$ cat src/rtl/cache_mem_arbiter_if.sv
`timescale 1ns/1ps
`default_nettype none
// ============================================================================
// Module   : cache_mem_arbiter_if
// Brief    : Bundle of icache, dcache and memory request/response signals
//            exchanged with the cache/memory arbiter.
// Revision : 1.0 - initial release
// ============================================================================
interface cache_mem_arbiter_if #(
    parameter int ADDR_W = 28,
    parameter int LINE_W = 128
);
    localparam int MASK_W = LINE_W / 8;

    // icache refill port
    logic              ic_req_valid;
    logic              ic_req_ready;
    logic [ADDR_W-1:0] ic_req_addr;
    logic              ic_resp_valid;
    logic [LINE_W-1:0] ic_resp_data;

    // dcache port
    logic              dc_req_valid;
    logic              dc_req_ready;
    logic              dc_req_rw;
    logic [ADDR_W-1:0] dc_req_addr;
    logic [LINE_W-1:0] dc_req_data;
    logic [MASK_W-1:0] dc_req_mask;
    logic              dc_resp_valid;
    logic [LINE_W-1:0] dc_resp_data;

    // main memory port
    logic              mem_req_valid;
    logic              mem_req_ready;
    logic              mem_req_rw;
    logic [ADDR_W-1:0] mem_req_addr;
    logic [LINE_W-1:0] mem_req_data;
    logic [MASK_W-1:0] mem_req_mask;
    logic              mem_resp_valid;
    logic [LINE_W-1:0] mem_resp_data;

    // Arbiter view
    modport slave (
        input  ic_req_valid, ic_req_addr,
        output ic_req_ready, ic_resp_valid, ic_resp_data,
        input  dc_req_valid, dc_req_rw, dc_req_addr, dc_req_data, dc_req_mask,
        output dc_req_ready, dc_resp_valid, dc_resp_data,
        output mem_req_valid, mem_req_rw, mem_req_addr, mem_req_data, mem_req_mask,
        input  mem_req_ready, mem_resp_valid, mem_resp_data
    );

    // Environment view (caches and memory)
    modport master (
        output ic_req_valid, ic_req_addr,
        input  ic_req_ready, ic_resp_valid, ic_resp_data,
        output dc_req_valid, dc_req_rw, dc_req_addr, dc_req_data, dc_req_mask,
        input  dc_req_ready, dc_resp_valid, dc_resp_data,
        input  mem_req_valid, mem_req_rw, mem_req_addr, mem_req_data, mem_req_mask,
        output mem_req_ready, mem_resp_valid, mem_resp_data
    );
endinterface
`default_nettype wire

$ cat src/rtl/cache_mem_arbiter.sv
`timescale 1ns/1ps
`default_nettype none
// ============================================================================
// Module   : cache_mem_arbiter
// Brief    : Round-robin arbiter between icache and dcache for a single
//            main-memory port, one outstanding transaction at a time.
// Revision : 1.0 - initial release
// ============================================================================
module cache_mem_arbiter #(
    parameter int ADDR_W = 28,
    parameter int LINE_W = 128
) (
    input  logic                  clk,
    input  logic                  reset,
    cache_mem_arbiter_if.slave    bus,
    output logic                  busy
);
    localparam int MASK_W = LINE_W / 8;

    typedef enum logic [1:0] {
        S_IDLE  = 2'd0,
        S_ISSUE = 2'd1,
        S_WAIT  = 2'd2
    } state_t;

    state_t            state_q, state_d;
    logic              last_dc_q, last_dc_d;     // dcache was granted last
    logic              owner_dc_q, owner_dc_d;   // current transaction owner
    logic              rw_q, rw_d;
    logic [ADDR_W-1:0] addr_q, addr_d;
    logic [LINE_W-1:0] data_q, data_d;
    logic [MASK_W-1:0] mask_q, mask_d;
    logic              mem_valid_q, mem_valid_d;
    logic              ic_resp_valid_q, ic_resp_valid_d;
    logic              dc_resp_valid_q, dc_resp_valid_d;
    logic [LINE_W-1:0] ic_resp_data_q, ic_resp_data_d;
    logic [LINE_W-1:0] dc_resp_data_q, dc_resp_data_d;

    logic              w_idle;
    logic              w_grant_ic;
    logic              w_grant_dc;

    // Grant: a lone requester wins; on contention the one not served last wins
    always_comb begin
        w_idle     = (state_q == S_IDLE);
        w_grant_dc = w_idle && bus.dc_req_valid && (!bus.ic_req_valid || !last_dc_q);
        w_grant_ic = w_idle && bus.ic_req_valid && (!bus.dc_req_valid ||  last_dc_q);
    end

    // Next-state and registered-output computation for the transaction FSM
    always_comb begin
        state_d         = state_q;
        last_dc_d       = last_dc_q;
        owner_dc_d      = owner_dc_q;
        rw_d            = rw_q;
        addr_d          = addr_q;
        data_d          = data_q;
        mask_d          = mask_q;
        mem_valid_d     = mem_valid_q;
        ic_resp_valid_d = 1'b0;
        dc_resp_valid_d = 1'b0;
        ic_resp_data_d  = ic_resp_data_q;
        dc_resp_data_d  = dc_resp_data_q;

        case (state_q)
            S_IDLE: begin
                if (w_grant_dc) begin
                    owner_dc_d  = 1'b1;
                    last_dc_d   = 1'b1;
                    rw_d        = bus.dc_req_rw;
                    addr_d      = bus.dc_req_addr;
                    data_d      = bus.dc_req_data;
                    // Byte enables only mean something for writes
                    mask_d      = bus.dc_req_rw ? bus.dc_req_mask : '0;
                    mem_valid_d = 1'b1;
                    state_d     = S_ISSUE;
                end else if (w_grant_ic) begin
                    owner_dc_d  = 1'b0;
                    last_dc_d   = 1'b0;
                    rw_d        = 1'b0;
                    addr_d      = bus.ic_req_addr;
                    data_d      = '0;
                    mask_d      = '0;
                    mem_valid_d = 1'b1;
                    state_d     = S_ISSUE;
                end
            end
            S_ISSUE: begin
                if (bus.mem_req_ready) begin
                    mem_valid_d = 1'b0;
                    // Writes are posted: no response is expected
                    state_d     = rw_q ? S_IDLE : S_WAIT;
                end
            end
            S_WAIT: begin
                if (bus.mem_resp_valid) begin
                    if (owner_dc_q) begin
                        dc_resp_data_d  = bus.mem_resp_data;
                        dc_resp_valid_d = 1'b1;
                    end else begin
                        ic_resp_data_d  = bus.mem_resp_data;
                        ic_resp_valid_d = 1'b1;
                    end
                    state_d = S_IDLE;
                end
            end
            default: begin
                state_d     = S_IDLE;
                mem_valid_d = 1'b0;
            end
        endcase
    end

    // State and output registers; reset abandons any transaction in flight
    always_ff @(posedge clk) begin
        if (reset) begin
            state_q         <= S_IDLE;
            last_dc_q       <= 1'b0;
            owner_dc_q      <= 1'b0;
            rw_q            <= 1'b0;
            addr_q          <= '0;
            data_q          <= '0;
            mask_q          <= '0;
            mem_valid_q     <= 1'b0;
            ic_resp_valid_q <= 1'b0;
            dc_resp_valid_q <= 1'b0;
            ic_resp_data_q  <= '0;
            dc_resp_data_q  <= '0;
        end else begin
            state_q         <= state_d;
            last_dc_q       <= last_dc_d;
            owner_dc_q      <= owner_dc_d;
            rw_q            <= rw_d;
            addr_q          <= addr_d;
            data_q          <= data_d;
            mask_q          <= mask_d;
            mem_valid_q     <= mem_valid_d;
            ic_resp_valid_q <= ic_resp_valid_d;
            dc_resp_valid_q <= dc_resp_valid_d;
            ic_resp_data_q  <= ic_resp_data_d;
            dc_resp_data_q  <= dc_resp_data_d;
        end
    end

    assign bus.ic_req_ready  = w_grant_ic;
    assign bus.dc_req_ready  = w_grant_dc;
    assign bus.ic_resp_valid = ic_resp_valid_q;
    assign bus.ic_resp_data  = ic_resp_data_q;
    assign bus.dc_resp_valid = dc_resp_valid_q;
    assign bus.dc_resp_data  = dc_resp_data_q;
    assign bus.mem_req_valid = mem_valid_q;
    assign bus.mem_req_rw    = rw_q;
    assign bus.mem_req_addr  = addr_q;
    assign bus.mem_req_data  = data_q;
    assign bus.mem_req_mask  = mask_q;
    assign busy              = (state_q != S_IDLE);

endmodule
`default_nettype wire

$ cat src/flat_wrapper.sv
// flat-port wrapper written by rule: the top's interface ports become plain ports
module cache_mem_arbiter_flat 
#(
    parameter int ADDR_W = 28,
    parameter int LINE_W = 128
)
  (clk, reset, busy, bus_ic_req_valid, bus_ic_req_addr, bus_ic_req_ready, bus_ic_resp_valid, bus_ic_resp_data, bus_dc_req_valid, bus_dc_req_rw, bus_dc_req_addr, bus_dc_req_data, bus_dc_req_mask, bus_dc_req_ready, bus_dc_resp_valid, bus_dc_resp_data, bus_mem_req_valid, bus_mem_req_rw, bus_mem_req_addr, bus_mem_req_data, bus_mem_req_mask, bus_mem_req_ready, bus_mem_resp_valid, bus_mem_resp_data);
  cache_mem_arbiter_if #(.ADDR_W(ADDR_W), .LINE_W(LINE_W)) bus_i ();
  input  logic clk;
  input  logic reset;
  output logic busy;
  input wire logic [$bits(bus_i.ic_req_valid)-1:0] bus_ic_req_valid;
  input wire logic [$bits(bus_i.ic_req_addr)-1:0] bus_ic_req_addr;
  output wire logic [$bits(bus_i.ic_req_ready)-1:0] bus_ic_req_ready;
  output wire logic [$bits(bus_i.ic_resp_valid)-1:0] bus_ic_resp_valid;
  output wire logic [$bits(bus_i.ic_resp_data)-1:0] bus_ic_resp_data;
  input wire logic [$bits(bus_i.dc_req_valid)-1:0] bus_dc_req_valid;
  input wire logic [$bits(bus_i.dc_req_rw)-1:0] bus_dc_req_rw;
  input wire logic [$bits(bus_i.dc_req_addr)-1:0] bus_dc_req_addr;
  input wire logic [$bits(bus_i.dc_req_data)-1:0] bus_dc_req_data;
  input wire logic [$bits(bus_i.dc_req_mask)-1:0] bus_dc_req_mask;
  output wire logic [$bits(bus_i.dc_req_ready)-1:0] bus_dc_req_ready;
  output wire logic [$bits(bus_i.dc_resp_valid)-1:0] bus_dc_resp_valid;
  output wire logic [$bits(bus_i.dc_resp_data)-1:0] bus_dc_resp_data;
  output wire logic [$bits(bus_i.mem_req_valid)-1:0] bus_mem_req_valid;
  output wire logic [$bits(bus_i.mem_req_rw)-1:0] bus_mem_req_rw;
  output wire logic [$bits(bus_i.mem_req_addr)-1:0] bus_mem_req_addr;
  output wire logic [$bits(bus_i.mem_req_data)-1:0] bus_mem_req_data;
  output wire logic [$bits(bus_i.mem_req_mask)-1:0] bus_mem_req_mask;
  input wire logic [$bits(bus_i.mem_req_ready)-1:0] bus_mem_req_ready;
  input wire logic [$bits(bus_i.mem_resp_valid)-1:0] bus_mem_resp_valid;
  input wire logic [$bits(bus_i.mem_resp_data)-1:0] bus_mem_resp_data;
  assign bus_i.ic_req_valid = bus_ic_req_valid;
  assign bus_i.ic_req_addr = bus_ic_req_addr;
  assign bus_ic_req_ready = bus_i.ic_req_ready;
  assign bus_ic_resp_valid = bus_i.ic_resp_valid;
  assign bus_ic_resp_data = bus_i.ic_resp_data;
  assign bus_i.dc_req_valid = bus_dc_req_valid;
  assign bus_i.dc_req_rw = bus_dc_req_rw;
  assign bus_i.dc_req_addr = bus_dc_req_addr;
  assign bus_i.dc_req_data = bus_dc_req_data;
  assign bus_i.dc_req_mask = bus_dc_req_mask;
  assign bus_dc_req_ready = bus_i.dc_req_ready;
  assign bus_dc_resp_valid = bus_i.dc_resp_valid;
  assign bus_dc_resp_data = bus_i.dc_resp_data;
  assign bus_mem_req_valid = bus_i.mem_req_valid;
  assign bus_mem_req_rw = bus_i.mem_req_rw;
  assign bus_mem_req_addr = bus_i.mem_req_addr;
  assign bus_mem_req_data = bus_i.mem_req_data;
  assign bus_mem_req_mask = bus_i.mem_req_mask;
  assign bus_i.mem_req_ready = bus_mem_req_ready;
  assign bus_i.mem_resp_valid = bus_mem_resp_valid;
  assign bus_i.mem_resp_data = bus_mem_resp_data;
  cache_mem_arbiter #(.ADDR_W(ADDR_W), .LINE_W(LINE_W)) u_core (.clk(clk), .reset(reset), .bus(bus_i), .busy(busy));
endmodule
$ cat config.mk
export PLATFORM = sky130hd
export DESIGN_NAME = cache_mem_arbiter_flat
export DESIGN_NICKNAME = d
export VERILOG_FILES = /design/src/rtl/cache_mem_arbiter_if.sv /design/src/rtl/cache_mem_arbiter.sv /design/src/flat_wrapper.sv
export SDC_FILE = /design/constraint.sdc
export NUM_CORES = 1
export LEC_CHECK = 0
export CELL_PAD_IN_SITES_DETAIL_PLACEMENT = 2
export CELL_PAD_IN_SITES_GLOBAL_PLACEMENT = 2
export CORE_AREA = 3 3 298 300
export DETAILED_ROUTE_END_ITERATION = 16
export DIE_AREA = 0 0 301 303
export PLACE_DENSITY = 0.69
export SYNTH_ARGS = -nofsm -noshare
export SYNTH_HDL_FRONTEND = slang
export SYNTH_SLANG_ARGS = --single-unit
$ cat constraint.sdc
create_clock -name clk -period 1.69 [get_ports clk]
set_input_delay 0.2535 -clock clk [delete_from_list [all_inputs] [get_ports clk]]
set_output_delay 0.2535 -clock clk [all_outputs]
set_load 0.01 [all_outputs]
# Yosys cells after proc, flatten, opt, wreduce, memory -nomap -nowiden
# Index checks and enable logic that the tools add are counted.
[word_totals]
regBits = 435
input_bits = 335
output_inout_bits = 435
wordCells = 59
[op_classes]
eq_ne = 5
muxes = 22
n_bitwise = 3
reduce_logical = 18
[op_table]
columns = ["cell", "n"]
rows = [
  ["two-way mux 128 bit", 2],
  ["two-way mux 28 bit", 2],
  ["two-way mux 16 bit", 3],
  ["AND reduction 3 bit", 4],
  ["two-way mux 2 bit", 5],
  ["two-way mux 1 bit", 8],
  ["case mux 2 bit (3 select lines)", 1],
  ["logical AND 1 bit", 4],
  ["!= test 2 bit, second input constant", 2],
  ["nonzero test 2 bit", 2],
  ["logical NOT 1 bit", 3],
  ["!= test 3 bit, second input constant", 1],
  ["NOT 1 bit", 3],
  ["case mux 1 bit (3 select lines)", 1],
  ["OR reduction 3 bit", 1],
  ["== test 2 x 1 -> 1 bit, second input constant", 1],
  ["== test 2 bit, second input constant", 1],
  ["logical NOT 2 bit", 1],
  ["logical OR 1 bit", 2],
  ["AND reduction 2 bit", 1],
]

# Longest topological paths before layout
[depth]
depth_word = 6
depth_mapped = 6
ltp_nobuf = 4

# Least setup slack after synthesis
# No wires, ideal clock.
[synth_path]
path_kind = "flip-flop to output port"
startpoint = "register u_core.state_q[1]"
endpoint = "output port bus_dc_req_ready"
arrival_ns = 1.279
required_time_ns = 1.436
setup_slack_ns = 0.158
stages_incl_launch_ff = 6
path_buffers = 3
path_cell_list = "dfxtp_1 -> buf_6 -> or3b_1 -> buf_2 -> buf_6 -> nor2_1"
[synth_between]
elab_chain_len = 3
[synth_rtl]
columns = ["item", "line", "rtl"]
rows = [
  ["from (decl)", "cache_mem_arbiter.sv:26", "state_t state_q, state_d;"],
  ["from (signal assigned)", "cache_mem_arbiter.sv:130", "state_q <= state_d;"],
  ["logical NOT 2 bit", "cache_mem_arbiter.sv:45", "w_idle = (state_q == S_IDLE);"],
  ["logical AND 1 bit (2 in series)", "cache_mem_arbiter.sv:46", "w_grant_dc = w_idle && bus.dc_req_valid && (!bus.ic_req_valid || !last_dc_q);"],
  ["to (decl)", "flat_wrapper.sv:22", "output wire logic [$bits(bus_i.dc_req_ready)-1:0] bus_dc_req_ready;"],
]
# Every way passes these cells.

# Worst setup path after layout
# Same ends and word-level chain as after synthesis.

==> summary.md <==
| Metric | Value |
|---|---|
| Outcome | `complete, but fails checks` |
| Failing checks | `negative setup slack` |
| CTS sink cnt | `435` |
| Total negative slack | `-5600 ps` |
| Critical path required time | `1440 ps` |
| Crit-path max FO | `3` |
| WL final | `95200 µm` |
| Multi-input logic area | `7380 µm²` |
| Synthesis-stage register bit count | `435` |
| Wirelength per Cell | `23.8 µm` |
| Post-Synthesis Cells | `1975` |
| Place WS | `-721 ps` |
| CTS H-Tree Depth | `2` |
| 1st-iter DRT viols | `649` |
| Top sig layer | `met5` |
| Max_slew headroom | `0.594` |
| Post-Syn Area | `15800 µm²` |
| Ys Warns | `0` |
| Share of post-route cells with drive strength above 1 | `0.170` |
| Worst-Margin Slew | `608 ps` |
| Total GRT Usage | `0.187` |
| Vias/cell | `4.54` |
| Worst-path clk slew | `70 ps` |
| Top FF cell, synth | `dfxtp_1` |
| Seq. cell area | `8720 µm²` |
| Core Box Area | `86500 µm²` |
| Post-synthesis average cell area | `8.01 µm²` |
| FP Rows | `108` |
| Area fraction of the dominant cell type after synthesis | `0.551` |
| Buffers on Ports | `769` |
| Crit Path Category | `reg -> out` |
| Global-route wire length before repair | `129000 µm` |
| Vias in the first global route | `19587` |
| Die area | `91200 µm²` |
| Routed wl met2 | `48800 µm` |
| DRT Pass-1 Iters | `4` |
| Crit-path leading delay family | `simple AND/OR/NAND/NOR gates` |
| Area Growth Syn to Fin | `85.2%` |
| Setup Viol. Count Final | `115` |
| PwrDens | `935 nW/µm²` |
| Crit-path slowest cell | `or3b_4` |
| Mux cell area share after synthesis | `0` |
| Mapped Nets | `2310` |
| Synth area leaders | `dfxtp_1 (55%), a21oi_1 (14%), nand2_1 (12%)` |
| Hpwl dp | `67900 µm` |
| Met3 routed WL | `8230 µm` |
| Overflow after GRT | `0` |
| Synth Area in Simple Gates | `0.187` |
| CTS Buf Count | `55` |
| Root Driver | `clkbuf_16` |
| Initial Utilization | `0.183` |
| CTS tree | `yes` |
| Compound-Gate Fraction of Synth Area | `0.208` |
| Asr flop ratio synth | `0` |
| Power, Total | `27400 µW` |
| DR DRC count | `0` |
| Leak Pwr | `0.0118 µW` |
| Worst hold path class | `in -> reg` |
| Clock Path Buffers | `3` |
| Crit path cell chain | `or3b_4 > nor2_4 > buf_6` |
| Largest net degree at the start of global routing | `98` |
| Synth top cells by count | `nand2_1 (517), dfxtp_1 (435), a21oi_1 (432)` |
| Die width | `301 µm` |
| GP Congestion | `0.811` |
| Final ANT Viol Nets | `0` |
| Final worst path period share | `1.11` |
| Buffers plus inverters on the worst setup path | `1` |
| Slew Limit Fails | `0` |
| M1 WL | `35400 µm` |
| Register area share after synthesis | `0.551` |
| Largest family of logic cells by synthesized area | `compound AO/OA/AOI/OAI gates` |
| Hold Slack | `221 ps` |
| Max cap viols | `0` |
| Clock Latency Late Sink | `600 ps` |
| Worst stage delay on the critical path | `420 ps` |
| Chip height | `303 µm` |
| Synth Area in Adders | `0` |
| Worst Setup End Kind | `output port` |
| Via count | `18127` |
| Post-Layout Cell Count | `3995` |
| EDFF count, synth | `0` |
| Count leader, synth | `nand2_1` |
| Fillcell total | `9599` |
| Fin nets | `3120` |
| Dominant cell type by area after synthesis | `dfxtp_1` |
| Setup ws final | `-184 ps` |
| Xor/xnor share of the synthesized area | `0` |
| I/O pins | `770` |
| CP arrival | `1620 ps` |
| DP Cell Count | `3834` |
| Startpoint Class | `flip-flop` |
| RSZ-0062 raised after global routing | `yes` |
| Clock Skew | `15.2 ps` |
| Fmax | `0.534 GHz` |
| Distinct cell type count after synthesis | `27` |
| Period minus WS final | `1870 ps` |
| Peak supply drop | `0.593 mV` |
| Final hold violation count | `0` |
| Initial antenna violation count | `24` |
[worst register-to-register path, delay by kind of cell (launching register included)]
kind | cells | cell delay, ps
DFF | 1 | 370
buffers and inverters | 7 | 940
AOI/OAI and AO/OA | 1 | 140
and+or+nand+nor | 2 | 300
[cell families (layout without fill, tap and decap cells)]
logic type,count (synthesis),after routing
buf+inv,195,1049
flops,435,435
other cells,0,10
compound gates,636,636
simple gates,709,710
[metal layers]
metal	global-route usage	up-vias
met5	0	-
li1	-	8387
met4	0.0523	16
met2	0.340	603
met1	0.202	8983
met3	0.0691	138
[timing repair]
item / 4_1_cts / 5_1_grt
buffers inserted: 8 / 16
hold buffers: 1 / 0
hold endpoints to repair: 28 / 0
gates resized for setup: 491 / 230
setup endpoints to repair: 541 / 150
gates cloned: 3 / 26
pin swaps: 6 / 92
[power by group]
group / switching, µW / internal (µW) / total, µW
combinational: 2270 / 2160 / 4430
sequential: 223 / 10600 / 10900
clock: 4870 / 7240 / 12100
[final cells by class]
cell class	instances	share of cell area
diodes	10	0.000854
clock buffers	83	0.0568
clock inverters	19	0.00692
inverters	2	0.000342
multi-input cells	1346	0.252
flip-flops and latches	435	0.298
well taps	1155	0.0493
repair buffers	945	0.336
[through the flow]
stage	cell area, µm²	utilization
2_1_floorplan	15800	-
3_3_place_gp	25800	0.299
3_5_place_dp	25800	0.299
4_1_cts	27500	0.318
5_1_grt	29300	0.339
6_report	29300	0.339
[cell usage in the layout, fill, tap and decap left out, types with 2 or more instances in the layout]
cell / instances
a21oi_2: 81
nand3_2: 51
a311oi_1: 10
nand3_1: 76
clkbuf_16: 75
o21ai_0: 169
diode_2: 10
clkdlybuf4s15_1: 4
clkinv_2: 9
nor2_4: 5
nand2_1: 516
clkdlybuf4s50_1: 333
a21oi_1: 351
inv_6: 4
dfxtp_1: 429
clkbuf_8: 16
buf_12: 65
clkbuf_1: 11
dfxtp_4: 2
nor2_1: 6
buf_8: 7
o21ai_1: 5
a311oi_2: 19
buf_6: 11
buf_16: 6
nand4_1: 16
buf_4: 76
dfxtp_2: 4
dlygate4sd2_1: 416
nand3_4: 30
clkdlybuf4s15_2: 7
bufinv_16: 3
[final timing paths]
path | depth (start not counted) | slack, ps | endpoint | startpoint
worst max register to register | 10 | -130 | u_core.bus.mem_req_data[44]$_SDFFE_PP0P_ | u_core.state_q[1]$_SDFFE_PP0P_
worst min-delay path | 3 | 220 | u_core.bus.mem_req_data[62]$_SDFFE_PP0P_ | bus_dc_req_data[62]
worst max-delay path | 3 | -180 | bus_dc_req_ready | u_core.state_q[1]$_SDFFE_PP0P_
worst min register to register | 2 | 450 | u_core.bus.dc_resp_data[111]$_SDFFE_PP0P_ | u_core.bus.dc_resp_data[111]$_SDFFE_PP0P_
[registers in the layout (all words and copies together) (netlist names)]
| register | count |
|---|---|
| u_core.bus.dc_resp_data | 128 |
| u_core.bus.dc_resp_valid | 1 |
| u_core.bus.ic_resp_data | 128 |
| u_core.bus.ic_resp_valid | 1 |
| u_core.bus.mem_req_addr | 28 |
| u_core.bus.mem_req_data | 128 |
| u_core.bus.mem_req_mask | 16 |
| u_core.bus.mem_req_rw | 1 |
| u_core.bus.mem_req_valid | 1 |
| u_core.last_dc_q | 1 |
| u_core.state_q | 2 |
No activity file was read; power rests on OpenSTA's default activity.
